$ cat config.mk
export PLATFORM = sky130hd
export DESIGN_NAME = ram_arbiter_flat
export DESIGN_NICKNAME = d
export VERILOG_FILES = /design/src/rtl/ram_arbiter_if.sv /design/src/rtl/ram_arbiter.sv /design/src/flat_wrapper.sv
export SDC_FILE = /design/constraint.sdc
export NUM_CORES = 1
export LEC_CHECK = 0
export ABC_AREA = 1
export CORE_AREA = 2 2 132 134
export CTS_BUF_LIST = sky130_fd_sc_hd__clkbuf_4
export CTS_CLUSTER_DIAMETER = 40
export DETAILED_ROUTE_END_ITERATION = 12
export DIE_AREA = 0 0 134 136
export DONT_BUFFER_PORTS = 1
export PLACE_DENSITY = 0.32
export SLEW_MARGIN = 10
export SYNTH_ARGS = -nofsm -noshare
export SYNTH_HDL_FRONTEND = slang
export SYNTH_SLANG_ARGS = --single-unit
$ cat constraint.sdc
create_clock -name clk -period 4.6 [get_ports clk]
set_input_delay 0.23 -clock clk [delete_from_list [all_inputs] [get_ports clk]]
set_output_delay 0.23 -clock clk [all_outputs]
set_load 0.02 [all_outputs]
$ cat src/rtl/ram_arbiter_if.sv
// Request/response bus between one master (core LSU or debug loader) and ram_arbiter.
// master drives the request fields; slave (the arbiter) drives grant and response.
interface ram_arbiter_if;
  logic        req;
  logic        we;
  logic [1:0]  size;
  logic        is_unsigned;
  logic [31:0] addr;
  logic [31:0] wdata;
  logic        gnt;
  logic        rvalid;
  logic [31:0] rdata;
  logic        err;

  modport master (
    output req, we, size, is_unsigned, addr, wdata,
    input  gnt, rvalid, rdata, err
  );

  modport slave (
    input  req, we, size, is_unsigned, addr, wdata,
    output gnt, rvalid, rdata, err
  );
endinterface

$ cat src/rtl/ram_arbiter.sv
// Round-robin two-master arbiter/sequencer for a 4 x 8-bit byte-lane RAM with 1-cycle sync read.
// Optional RAM_ARB_ADDR_CHK_EN: reject accesses with nonzero byte-address bits above ADDR_HI.
module ram_arbiter #(
  parameter int unsigned AW      = 12,
  parameter int unsigned ADDR_HI = AW + 1
) (
  input  logic         clk,
  input  logic         rst,
  ram_arbiter_if.slave m0,
  ram_arbiter_if.slave m1,
  output logic [3:0]   ram_wen,
  output logic [31:0]  ram_w_addr,
  output logic [31:0]  ram_w_data,
  output logic         ram_ren,
  output logic [31:0]  ram_r_addr,
  input  logic [31:0]  ram_r_data
);
  localparam logic [0:0] IDLE = 1'b0;
  localparam logic [0:0] RSP  = 1'b1;
  localparam int unsigned PAD_W = 31 - ADDR_HI;

  logic [0:0] state_q, state_d;
  logic       rr_ptr_q, rr_ptr_d;
  logic       rsp_owner_q, rsp_we_q, rsp_uns_q, rsp_err_q;
  logic [1:0] rsp_off_q, rsp_size_q;

  logic        grant, sel;
  logic        s_we, s_uns, s_err, addr_oob;
  logic [1:0]  s_size;
  logic [31:0] s_addr, s_wdata, fwd_addr, rep_data;
  logic [3:0]  size_mask;

  // sel: 0 = M0, 1 = M1. Contention goes to rr_ptr; a lone requester wins outright.
  always_comb begin
    grant = rst & (m0.req | m1.req);
    if (m0.req && m1.req) begin
      sel = rr_ptr_q;
    end else begin
      sel = m1.req;
    end
  end

  assign m0.gnt = grant & ~sel;
  assign m1.gnt = grant & sel;

  always_comb begin
    s_we    = sel ? m1.we          : m0.we;
    s_uns   = sel ? m1.is_unsigned : m0.is_unsigned;
    s_size  = sel ? m1.size        : m0.size;
    s_addr  = sel ? m1.addr        : m0.addr;
    s_wdata = sel ? m1.wdata       : m0.wdata;
  end

`ifdef RAM_ARB_ADDR_CHK_EN
  assign addr_oob = |s_addr[31:ADDR_HI+1];
`else
  // Upper bits ignored: the RAM aliases every 2^(ADDR_HI+1) bytes.
  assign addr_oob = 1'b0;
  logic unused_addr_hi;
  assign unused_addr_hi = ^s_addr[31:ADDR_HI+1];
`endif

  always_comb begin
    size_mask = 4'b0000;
    rep_data  = '0;
    s_err     = 1'b0;
    case (s_size)
      2'd0: begin
        size_mask = 4'b0001;
        rep_data  = {4{s_wdata[7:0]}};
      end
      2'd1: begin
        size_mask = 4'b0011;
        rep_data  = {2{s_wdata[15:0]}};
        s_err     = s_addr[0];
      end
      2'd2: begin
        size_mask = 4'b1111;
        rep_data  = s_wdata;
        s_err     = |s_addr[1:0];
      end
      default: s_err = 1'b1;
    endcase
    s_err = s_err | addr_oob;
  end

  assign fwd_addr = {{PAD_W{1'b0}}, s_addr[ADDR_HI:0]};

  always_comb begin
    ram_wen    = 4'b0000;
    ram_w_addr = '0;
    ram_w_data = '0;
    ram_ren    = 1'b0;
    ram_r_addr = '0;
    if (grant && !s_err) begin
      if (s_we) begin
        ram_wen    = size_mask << s_addr[1:0];
        ram_w_addr = fwd_addr;
        ram_w_data = rep_data;
      end else begin
        ram_ren    = 1'b1;
        ram_r_addr = fwd_addr;
      end
    end
  end

  always_comb begin
    state_d  = grant ? RSP : IDLE;
    rr_ptr_d = (grant && m0.req && m1.req) ? ~rr_ptr_q : rr_ptr_q;
  end

  always_ff @(posedge clk or negedge rst) begin
    if (!rst) begin
      state_q     <= IDLE;
      rr_ptr_q    <= 1'b0;
      rsp_owner_q <= 1'b0;
      rsp_we_q    <= 1'b0;
      rsp_uns_q   <= 1'b0;
      rsp_err_q   <= 1'b0;
      rsp_off_q   <= 2'd0;
      rsp_size_q  <= 2'd0;
    end else begin
      state_q  <= state_d;
      rr_ptr_q <= rr_ptr_d;
      if (grant) begin
        rsp_owner_q <= sel;
        rsp_we_q    <= s_we;
        rsp_uns_q   <= s_uns;
        rsp_err_q   <= s_err;
        rsp_off_q   <= s_addr[1:0];
        rsp_size_q  <= s_size;
      end
    end
  end

  logic [7:0]  lane_b;
  logic [15:0] lane_h;
  logic [31:0] ld_data;

  // Lane select and extension use the offset/size captured at grant time.
  always_comb begin
    case (rsp_off_q)
      2'd0:    lane_b = ram_r_data[7:0];
      2'd1:    lane_b = ram_r_data[15:8];
      2'd2:    lane_b = ram_r_data[23:16];
      default: lane_b = ram_r_data[31:24];
    endcase
    lane_h = rsp_off_q[1] ? ram_r_data[31:16] : ram_r_data[15:0];
    case (rsp_size_q)
      2'd0:    ld_data = rsp_uns_q ? {24'h0, lane_b} : {{24{lane_b[7]}}, lane_b};
      2'd1:    ld_data = rsp_uns_q ? {16'h0, lane_h} : {{16{lane_h[15]}}, lane_h};
      default: ld_data = ram_r_data;
    endcase
    if (rsp_we_q || rsp_err_q) begin
      ld_data = '0;
    end
  end

  assign m0.rvalid = (state_q == RSP) & ~rsp_owner_q;
  assign m1.rvalid = (state_q == RSP) & rsp_owner_q;
  assign m0.err    = m0.rvalid & rsp_err_q;
  assign m1.err    = m1.rvalid & rsp_err_q;
  assign m0.rdata  = m0.rvalid ? ld_data : '0;
  assign m1.rdata  = m1.rvalid ? ld_data : '0;

endmodule
$ cat src/flat_wrapper.sv
// flat-port wrapper written by rule: the top's interface ports become plain ports
module ram_arbiter_flat 
#(
  parameter int unsigned AW      = 12,
  parameter int unsigned ADDR_HI = AW + 1
)
  (clk, rst, ram_wen, ram_w_addr, ram_w_data, ram_ren, ram_r_addr, ram_r_data, m0_req, m0_we, m0_size, m0_is_unsigned, m0_addr, m0_wdata, m0_gnt, m0_rvalid, m0_rdata, m0_err, m1_req, m1_we, m1_size, m1_is_unsigned, m1_addr, m1_wdata, m1_gnt, m1_rvalid, m1_rdata, m1_err);
  ram_arbiter_if m0_i ();
  ram_arbiter_if m1_i ();
  input  logic clk;
  input  logic rst;
  output logic [3:0] ram_wen;
  output logic [31:0] ram_w_addr;
  output logic [31:0] ram_w_data;
  output logic ram_ren;
  output logic [31:0] ram_r_addr;
  input  logic [31:0] ram_r_data;
  input wire logic [$bits(m0_i.req)-1:0] m0_req;
  input wire logic [$bits(m0_i.we)-1:0] m0_we;
  input wire logic [$bits(m0_i.size)-1:0] m0_size;
  input wire logic [$bits(m0_i.is_unsigned)-1:0] m0_is_unsigned;
  input wire logic [$bits(m0_i.addr)-1:0] m0_addr;
  input wire logic [$bits(m0_i.wdata)-1:0] m0_wdata;
  output wire logic [$bits(m0_i.gnt)-1:0] m0_gnt;
  output wire logic [$bits(m0_i.rvalid)-1:0] m0_rvalid;
  output wire logic [$bits(m0_i.rdata)-1:0] m0_rdata;
  output wire logic [$bits(m0_i.err)-1:0] m0_err;
  input wire logic [$bits(m1_i.req)-1:0] m1_req;
  input wire logic [$bits(m1_i.we)-1:0] m1_we;
  input wire logic [$bits(m1_i.size)-1:0] m1_size;
  input wire logic [$bits(m1_i.is_unsigned)-1:0] m1_is_unsigned;
  input wire logic [$bits(m1_i.addr)-1:0] m1_addr;
  input wire logic [$bits(m1_i.wdata)-1:0] m1_wdata;
  output wire logic [$bits(m1_i.gnt)-1:0] m1_gnt;
  output wire logic [$bits(m1_i.rvalid)-1:0] m1_rvalid;
  output wire logic [$bits(m1_i.rdata)-1:0] m1_rdata;
  output wire logic [$bits(m1_i.err)-1:0] m1_err;
  assign m0_i.req = m0_req;
  assign m0_i.we = m0_we;
  assign m0_i.size = m0_size;
  assign m0_i.is_unsigned = m0_is_unsigned;
  assign m0_i.addr = m0_addr;
  assign m0_i.wdata = m0_wdata;
  assign m0_gnt = m0_i.gnt;
  assign m0_rvalid = m0_i.rvalid;
  assign m0_rdata = m0_i.rdata;
  assign m0_err = m0_i.err;
  assign m1_i.req = m1_req;
  assign m1_i.we = m1_we;
  assign m1_i.size = m1_size;
  assign m1_i.is_unsigned = m1_is_unsigned;
  assign m1_i.addr = m1_addr;
  assign m1_i.wdata = m1_wdata;
  assign m1_gnt = m1_i.gnt;
  assign m1_rvalid = m1_i.rvalid;
  assign m1_rdata = m1_i.rdata;
  assign m1_err = m1_i.err;
  ram_arbiter #(.AW(AW), .ADDR_HI(ADDR_HI)) u_core (.clk(clk), .rst(rst), .m0(m0_i), .m1(m1_i), .ram_wen(ram_wen), .ram_w_addr(ram_w_addr), .ram_w_data(ram_w_data), .ram_ren(ram_ren), .ram_r_addr(ram_r_addr), .ram_r_data(ram_r_data));
endmodule
Word-level counts from Yosys, hierarchy flattened
Cells that the tools add are included.
{"block": "word_totals", "output_inout_bits": 171, "word_cells": 63, "regBits": 10, "input_bits": 172}
{"block": "classes", "n_bitwise": 11, "eq_ne": 5, "reduce_logical": 10, "mux": 28, "shifts": 1}
{"op": "32-bit two-way mux", "count": 10}
{"op": "32-bit one-hot mux with 3 select lines", "count": 1}
{"op": "32-bit one-hot mux with 2 select lines", "count": 1}
{"op": "14-bit two-way mux", "count": 3}
{"op": "8-bit one-hot mux with 3 select lines", "count": 1}
{"op": "16-bit two-way mux", "count": 1}
{"op": "4-bit one-hot mux with 3 select lines", "count": 1}
{"op": "4-bit two-way mux", "count": 2}
{"op": "1-bit bitwise AND", "count": 7}
{"op": "2-bit by 1-bit equality test with 1-bit output, second input constant", "count": 3}
{"op": "2-bit logical NOT", "count": 3}
{"op": "1-bit two-way mux", "count": 6}
{"op": "2-bit equality test, second input constant", "count": 2}
{"op": "1-bit logical AND", "count": 4}
{"op": "4-bit by 2-bit left shift with 4-bit output", "count": 1}
{"op": "1-bit NOT", "count": 3}
{"op": "1-bit one-hot mux with 3 select lines", "count": 1}
{"op": "2-bit two-way mux", "count": 1}
{"op": "2-bit OR reduction", "count": 1}
{"op": "1-bit logical NOT", "count": 1}
{"op": "1-bit logical OR", "count": 1}
{"op": "1-bit bitwise OR", "count": 1}

Depth between registers and ports, before layout
Gate-level depths: netlist (run 1).
{"block": "depth", "word_depth": 8, "depth_mapped": 14, "ltp_nobuf": 11}

Least setup slack after synthesis (run 1)
OpenSTA, ideal clock, no wires.
{"block": "synth_path", "kind": "reg2out", "start": "register u_core.rr_ptr_q", "end": "output port ram_w_data[24]", "slack_ps": 2006, "arrival_ps": 2364, "stages_incl_launch_ff": 13, "n_path_buf": 3, "required_time_ps": 4370, "cell_sequence": "dfrtp_1 -> inv_1 -> nand2_4 -> nand2_4 -> buf_2 -> o21ai_0 -> ha_1 -> clkbuf_1 -> clkbuf_1 -> o21ai_0 -> nor2_1 -> nor2_1 -> nor2_1"}
{"block": "synth_via", "elab_chain_cells": 7, "word_cells_on_any_way": 15, "classes_between": "eq/ne: 2; mux: 9; reduce/logical: 4"}
{"element": "start, declared", "line": "ram_arbiter.sv:23", "rtl": "logic rr_ptr_q, rr_ptr_d;"}
{"element": "start signal, assigned", "line": "ram_arbiter.sv:124", "rtl": "rr_ptr_q <= rr_ptr_d;"}
{"element": "1-bit two-way mux (*)", "line": "ram_arbiter.sv:36", "rtl": "if (m0.req && m1.req) begin"}
{"element": "2-bit two-way mux or 14-bit two-way mux (tied branches)", "line": "ram_arbiter.sv:49, ram_arbiter.sv:50"}
{"element": "2-bit equality test (tied with other cells)", "line": "ram_arbiter.sv:67", "rtl": "case (s_size)"}
{"element": "1-bit one-hot mux with 3 select lines", "line": "ram_arbiter.sv:67"}
{"element": "1-bit logical NOT", "line": "ram_arbiter.sv:95", "rtl": "if (grant && !s_err) begin"}
{"element": "1-bit logical AND", "line": "ram_arbiter.sv:95"}
{"element": "32-bit two-way mux (*)", "line": "ram_arbiter.sv:95"}
{"element": "end, declared", "line": "flat_wrapper.sv:14", "rtl": "output logic [31:0] ram_w_data;"}
Every way passes the cells marked *; elsewhere a longest branch is shown, timed or not.

Final worst setup path (run 1)
{"block": "layout_path", "start": "register u_core.rr_ptr_q", "end": "output port ram_wen[1]"}
{"block": "layout_via", "elab_chain_cells": 7, "word_cells_on_any_way": 15, "classes_between": "eq/ne: 2; shift: 1; mux: 8; reduce/logical: 4"}
{"element": "1-bit two-way mux (*)", "line": "ram_arbiter.sv:36"}
{"element": "2-bit two-way mux (*)", "line": "ram_arbiter.sv:49", "rtl": "s_size = sel ? m1.size : m0.size;"}
{"element": "named net u_core.s_size[0]", "line": "ram_arbiter.sv:29", "rtl": "logic [1:0] s_size;"}
{"element": "2-bit equality test (tied with other cells)", "line": "ram_arbiter.sv:67"}
{"element": "4-bit one-hot mux with 3 select lines or 1-bit one-hot mux with 3 select lines (tied branches)", "line": "ram_arbiter.sv:67"}
{"element": "4-bit by 2-bit left shift with 4-bit output or 1-bit logical NOT (tied branches)", "line": "ram_arbiter.sv:97, ram_arbiter.sv:95"}
{"element": "4-bit two-way mux or 1-bit logical AND (tied branches)", "line": "ram_arbiter.sv:96, ram_arbiter.sv:95"}
{"element": "4-bit two-way mux (*)", "line": "ram_arbiter.sv:95"}
{"element": "end, declared", "line": "flat_wrapper.sv:12", "rtl": "output logic [3:0] ram_wen;"}
Mark *: on every way through the listed nets, which the timed path passes. The rest lies on a longest branch.

==> metrics.md, run 1 <==
| Metric | Value |
|---|---|
| Status | completed |
| Post-DP HPWL | about 11000 um |
| Number of port buffers | 0 |
| Post-route DRC violation count | 0 |
| Peak supply drop | 0.0000988 V |
| Pwr Density | 283 nW/um^2 |
| ANT nets after route | 0 |
| Avg Inst Size Synth | 5.05 um^2 |
| RSZ-0062 raised after global routing | false |
| WL final | about 14000 um |
| Grt ovf | 0 |
| Fin nets | ~870 |
| Hold Vio Cnt, Final | 0 |
| Register share of total power | a little over an eighth |
| Final Power | around 1.0 mW |
| Mapped cell area | ~3500 um^2 |
| Post-synth top area share | a little over a fifth |
| Crit end category | output port |
| Die width | between 100 and 150 um |
| Cells after Synth | between 700 and 800 |
| Proportion of synthesized chip area in sequential cells | 7.05% |
| Leakage | between 1.5 and 2 nW |
| Clock sinks | 10 |
| Die area | approximately 18000 um^2 |
| Slew Limit Headroom | between 20 and 25% |
| Top area cells in the synthesized netlist | nand2_1 (21%), nor2_1 (17%), buf_4 (7.6%), o21ai_0 (7.3%), dfrtp_1 (7.1%) |
| Clk pin slew, worst setup/hold paths | ~70 ps |
| Synth area leader | nand2_1 |
| Routability Congestion | slightly above 0.8 |
| #FFs+latches synth | 10 |
| Share of cells above drive strength 1 | approximately an eighth |
| Int Power | between 0.3 and 0.4 mW |
| Setup TNS Final | 0 ps |
| Vias per cell | around 4.6 |
| CP Launch Type | flop |
| Max Clk Rate | between 200 and 300 MHz |
| Synth cell types | 34 |
| Vias in the first global route | 3700 |
| Core area | approximately 17000 um^2 |
| Setup violations, final | 0 |
| MaxCap Viol Count | 0 |
| Crit path time final | around 3800 ps |
| Length of the first detailed-routing pass in iterations | 4 |
| Number of synthesized flops with an enable pin | 0 |
| Pin count of the biggest net entering global routing | 39 |
| Most frequent cells after synthesis | nand2_1 (197), nor2_1 (165), inv_1 (53) |
| WS Path Type | reg -> out |
| Cell with the most instances after synthesis | nand2_1 |
| Site Rows | between 40 and 50 |
| Period utilization | a little over four fifths |
| Vias | 4189 |
| Finished Layout Cells | around 910 |
| Maximum root-to-sink buffer count | 2 |
| # IOs | about 340 |
| Die Y-Extent | 136 um |
| Worst-Margin Slew | 1130 ps |
| Clock skew | 6.51 ps |
| Wirelength per Cell | between 15 and 20 um |
| Combinational share of power | 80.9% |
| Final Max Tran Viols | 0 |
| Worst-path fanout max | 38 |
| GRT Total Usage | between 10% and 20% |
| Post_cts resized | 0 |
| Clock network power share | under 10% |
| CTS Buf Count | 3 |
| Switch Pwr | about 0.68 mW |
| # H-tree levels | 1 |
| Synth Flop Type | dfrtp_1 |
| Post-synth ARST share | 100% |
| CTS Root Cell | clkbuf_4 |
| First-pass GRT wire length | just over 20000 um |
| P&R area growth vs syn | 4.27% |
| Synth warnings | 0 |
| CTS tree | yes |
| Dpl cells | ~910 |
| Clk Latency, worst-skew pair | roughly 260 ps |
| ANT cells | 0 |
| DR iter-0 viols | 230 |
| Initial antenna violation count | 0 |
| Critical Path AT | roughly 3600 ps |
| Worst EP required | roughly 4400 ps |
| Hold Crit Class | in -> reg |
| FILL cells | just over 2000 |
| Switching Share | approximately two thirds |
| Initial core utilization | a little over a fifth |
layout by cell type (no fill, tap or decap), types with 8 or more instances in the layout:
master    count
conb_1       36
or2_2        19
nor2_4       10
nand3_1      50
o22ai_1       8
nor2_2       11
buf_4        23
o21ai_0      52
inv_1        53
nand3b_1      9
nand2_1     197
nor2_1      164
dfrtp_1      10
o211ai_1     12
worst paths after layout:
| check | startpoint | endpoint | slack (ps) | depth (start not counted) |
|---|---|---|---|---|
| worst max-delay path | u_core.rr_ptr_q | ram_wen[1] | 760 | 13 |
| worst min-delay path | m0_is_unsigned | u_core.rsp_uns_q | 100 | 2 |
| worst max register to register | u_core.rr_ptr_q | u_core.rsp_err_q | 1310 | 12 |
| worst min register to register | u_core.rsp_we_q | u_core.rsp_we_q | 520 | 2 |
| max in group asynchronous | rst | u_core.rr_ptr_q | 3930 | 1 |
| min in group asynchronous | rst | u_core.rsp_uns_q | 350 | 1 |
metal layers:
metal	track usage [%]	part of all wire (%)
met5	0	0
met4	0.591	0.29
met3	3.06	7.1
met2	24.7	50
met1	17.5	43
logic make-up (layout without fill, tap and decap cells):
group | after synthesis | count (layout) | synth area share (%)
buf+inv | 133 | 84 | 19.3
other cells | 1 | 36 | 0.106
simple gates | 473 | 473 | 58.7
flops | 10 | 10 | 7.05
fa+ha+maj | 5 | 5 | 1.76
compound gates | 80 | 80 | 12.9
xor+xnor | 1 | 1 | 0.247
power groups by stage:
stage	Sequential (mW)	Combinational, mW	Clock [mW]
final	0.137	0.846	0.0628
after global routing	0.141	0.958	0.0700
after CTS	0.137	0.854	0.0660
after detailed placement	0.139	0.848	0
after global placement	0.139	0.843	0
after floorplan	0.118	0.733	0
critical path, stage by stage (launching register included):
cell and delay, ps:
dfrtp_1 320, inv_1 90, a21oi_2 120, buf_4 340
or2_2 180, o21ai_0 230, inv_1 170, ha_1 460
nand3_1 140, nand2_1 100, inv_2 50, nand2_2 810
nor2_1 120, buf_4 210
timing repair:
item,in CTS,in global routing
setup buffers,0,0
endpoints found under the hold margin,10,0
hold buffers,1,0
sequential cells by signal (all words and copies together) (netlist names):
name / cells
u_core.rsp_off_q: 2
u_core.rsp_size_q: 2
u_core.rr_ptr_q: 1
u_core.rsp_err_q: 1
u_core.rsp_owner_q: 1
u_core.rsp_uns_q: 1
u_core.rsp_we_q: 1
u_core.state_q: 1
metrics by stage:
stage	worst slack (ps)	hold WS, ps	area (um^2)	util, %
6_report	763	103	3700	21.9
5_1_grt	322	120	3700	21.9
3_5_place_dp	931	-65.1	3660	21.7
2_1_floorplan	2010	-65.6	3680	-
4_1_cts	636	101	3700	21.9
3_3_place_gp	988	-65.0	3660	21.7
cell type report:
type	count	area (um^2)	area share, %
clock inverter	1	3.75	0.101
inverter	56	210	5.68
tap	225	282	7.61
multi-input combinational	595	2750	74.3
clock buffer	3	22.5	0.609
timing repair buffer	24	183	4.94
sequential	10	250	6.77
(Power assumes the default switching activity.)
==> inputs of run 2 (changes only) <==
==> constraint.sdc (replaced) <==
create_clock -name clk -period 4 [get_ports clk]
set_input_delay 0.2 -clock clk [delete_from_list [all_inputs] [get_ports clk]]
set_output_delay 0.2 -clock clk [all_outputs]
set_load 0.02 [all_outputs]
==> run 2 against run 1 <==
Effect of this change: combinational power rose by 18%; sequential share of layout area fell by 0.39 points; die area did not move; hold slack got worse by 21 ps; register-to-register slack improved by 130 ps; final area rose by 6.2%.
==> metrics.md, run 2 (synthesis gave the netlist of run 1 again) <==
| Metric | Value |
|---|---|
| Peak supply drop | 0.0000924 V (was 0.0000988 V) |
| WP buf/inv | 5 (unchanged) |
| Clock skew | 5.58 ps (was 6.51 ps) |
| Reg2Reg Depth | 12 (unchanged) |
| Post-route DRC violation count | 0 (unchanged) |
| Commonest cells after routing, fill and taps aside | nand2_1 (197), nor2_1 (164), buf_4 (54) (was nand2_1 (197), nor2_1 (164), inv_1 (53)) |
| Grt ovf | 0 (unchanged) |
| Maximum root-to-sink buffer count | 2 (unchanged) |
| CP most frequent cell | buf_4 |
| Final Max Tran Viols | 0 (unchanged) |
| Wirelength per Cell | 14.9 um (was 15.2 um) |
| Max Clk Rate | slightly below 300 MHz |
| Pin count of the biggest net entering global routing | 36 (was 39) |
| Site Rows | 48 (unchanged) |
| Finished Layout Cells | 944 (was 914) |
| Pre-CTS setup slack | 779 ps (was 931 ps) |
| Post CTS Setup Buffer Count | 0 (unchanged) |
| ANT cells | 0 (unchanged) |
| Multi-input logic area | 2750 um^2 (unchanged) |
| Vias per cell | 4.51 (was 4.58) |
| CTS Root Cell | clkbuf_4 (unchanged) |
| CP Capture Point | ram_wen[1] (unchanged) |
| Status | completed (unchanged) |
| FILL cells | 1986 (was 2012) |
| # H-tree levels | 1 (unchanged) |
| Clk Latency, worst-skew pair | 260 ps (about the same) |
| Sequential cell area | 250 um^2 (unchanged) |
| Routability Congestion | 0.816 (was 0.818) |
| Initial core utilization | 21.0% (unchanged) |
| Share of cells above drive strength 1 | 15.6% (was 11.8%) |
| R2r setup slk | 1440 ps (was 1310 ps) |
| GRT Total Usage | 14.1% (was 13.7%) |
| Die Y-Extent | 136 um (unchanged) |
| WS Path Type | reg -> out (unchanged) |
| Most common cell after layout, fill and taps aside | nand2_1 (unchanged) |
| Placed inst area | 3890 um^2 (was 3660 um^2) |
| RSZ-0062 raised after global routing | false (unchanged) |
| Dpl cells | 940 (was 909) |
| Cell area after layout | 3930 um^2 (was 3700 um^2) |
| Hold-fix buffers, CTS | 1 (unchanged) |
| Period utilization | 86.0% |
| CP Launch Type | flop (unchanged) |
| Initial antenna violation count | 0 (unchanged) |
| Hold slack | 82.1 ps (was 103 ps) |
| CTS tree | yes (unchanged) |
| Hold Crit Class | in -> reg (unchanged) |
| Hold Vio Cnt, Final | 0 (unchanged) |
| Vias | 4259 (was 4189) |
| Reg2reg start | u_core.rr_ptr_q (unchanged) |
| CP cell instances | inv_1 > nand2_4 > nand2_4 > o21ai_0 > ha_1 > buf_4 > nand3_1 > nand2_1 > inv_2 > nand2_2 > buf_4 > nor2_1 > buf_4 (was inv_1 > a21oi_2 > buf_4 > or2_2 > o21ai_0 > inv_1 > ha_1 > nand3_1 > nand2_1 > inv_2 > nand2_2 > nor2_1 > buf_4) |
| Final worst slack | 559 ps (was 763 ps) |
| MaxCap Viol Count | 0 (unchanged) |
| Crit end category | output port (unchanged) |
| Worst-path fanout max | 35 (was 38) |
| Top flop regs | u_core.rsp_off_q x2, u_core.rsp_size_q x2 (unchanged) |
| Length of the first detailed-routing pass in iterations | 4 (unchanged) |
| Critical path's top delay family | buffers and inverters (was simple AND/OR/NAND/NOR gates) |
| Leakage | 1.92 nW (was 1.76 nW) |
| Critical Path Start | u_core.rr_ptr_q (unchanged) |
| Pwr Density | 313 nW/um^2 (was 283 nW/um^2) |
| ANT nets after route | 0 (unchanged) |
| Worst EP required | 3800 ps (was 4370 ps) |
| First-pass GRT wire length | 20700 um (was 20100 um) |
| Post-DP HPWL | 11600 um (was 11300 um) |
| Core Util, Final | 23.3% (was 21.9%) |
| Setup violations, final | 0 (unchanged) |
| Vias in the first global route | 3801 (was 3700) |
| Critical-path top delay cell | o21ai_0 (was nand2_2) |
| RR Endpoint | u_core.rsp_err_q (unchanged) |
| Fin nets | 898 (was 867) |
| Worst-Margin Slew | 1030 ps (was 1130 ps) |
| DR iter-0 viols | 190 (was 230) |
| Die area | 18200 um^2 (unchanged) |
| Final Power | 1.23 mW (was 1.05 mW) |
| Core area | 16900 um^2 (unchanged) |
| Number of port buffers | 0 (unchanged) |
| Setup TNS Final | 0 ps (unchanged) |
| Post_cts resized | 0 (unchanged) |
| Clk pin slew, worst setup/hold paths | 70 ps (about the same) |
| Die width | 134 um (unchanged) |
| Critical Path Max Stage Delay | 580 ps (was 810 ps) |
| WL final | 14100 um (was 13900 um) |
| CTS Buf Count | 3 (unchanged) |
| WP depth | 13 (unchanged) |
| Clock sinks | 10 (unchanged) |
| Slew Limit Headroom | 30.9% (was 24.5%) |
| Crit path time final | approximately 3400 ps |
| Critical Path AT | 3240 ps (was 3610 ps) |
| P&R area growth vs syn | 10.7% (was 4.27%) |
| # IOs | 343 (unchanged) |
## run 2: metal layers
| layer | track usage (%) | part of all wire [%] |
|---|---|---|
| met5 | 0 | 0 |
| met4 | 0.887 | 0.41 |
| met3 | 2.91 | 7.4 |
| met2 | 25.8 | 50 |
| met1 | 17.8 | 42 |
## run 2: how the worst min path moves through the flow
| stage | from | endpoint | slack, ps | cells after the start |
|---|---|---|---|---|
| final | m0_is_unsigned | u_core.rsp_uns_q | 80 | 2 |
| after global placement | rst | u_core.rsp_uns_q | -100 | 0 |
| after floorplan | rst | u_core.rr_ptr_q | -100 | 0 |
| after global routing | m0_is_unsigned | u_core.rsp_uns_q | 100 | 2 |
| after CTS | m0_is_unsigned | u_core.rsp_uns_q | 70 | 2 |
| after detailed placement | rst | u_core.rsp_uns_q | -100 | 0 |
## run 2: cell type report
cell class | instances | share of cell area [%]
Multi-Input combinational cell | 595 | 70.0
Timing Repair Buffer | 55 | 10.6
Inverter | 56 | 5.35
Clock buffer | 3 | 0.573
Sequential cell | 10 | 6.37
Tap cell | 225 | 7.17
## run 2: power breakdown
group	internal (mW)	switching, mW	total, mW
logic	0.281	0.722	1.00
registers	0.123	0.0347	0.157
clock network	0.0347	0.0334	0.0681
total	0.439	0.790	1.23
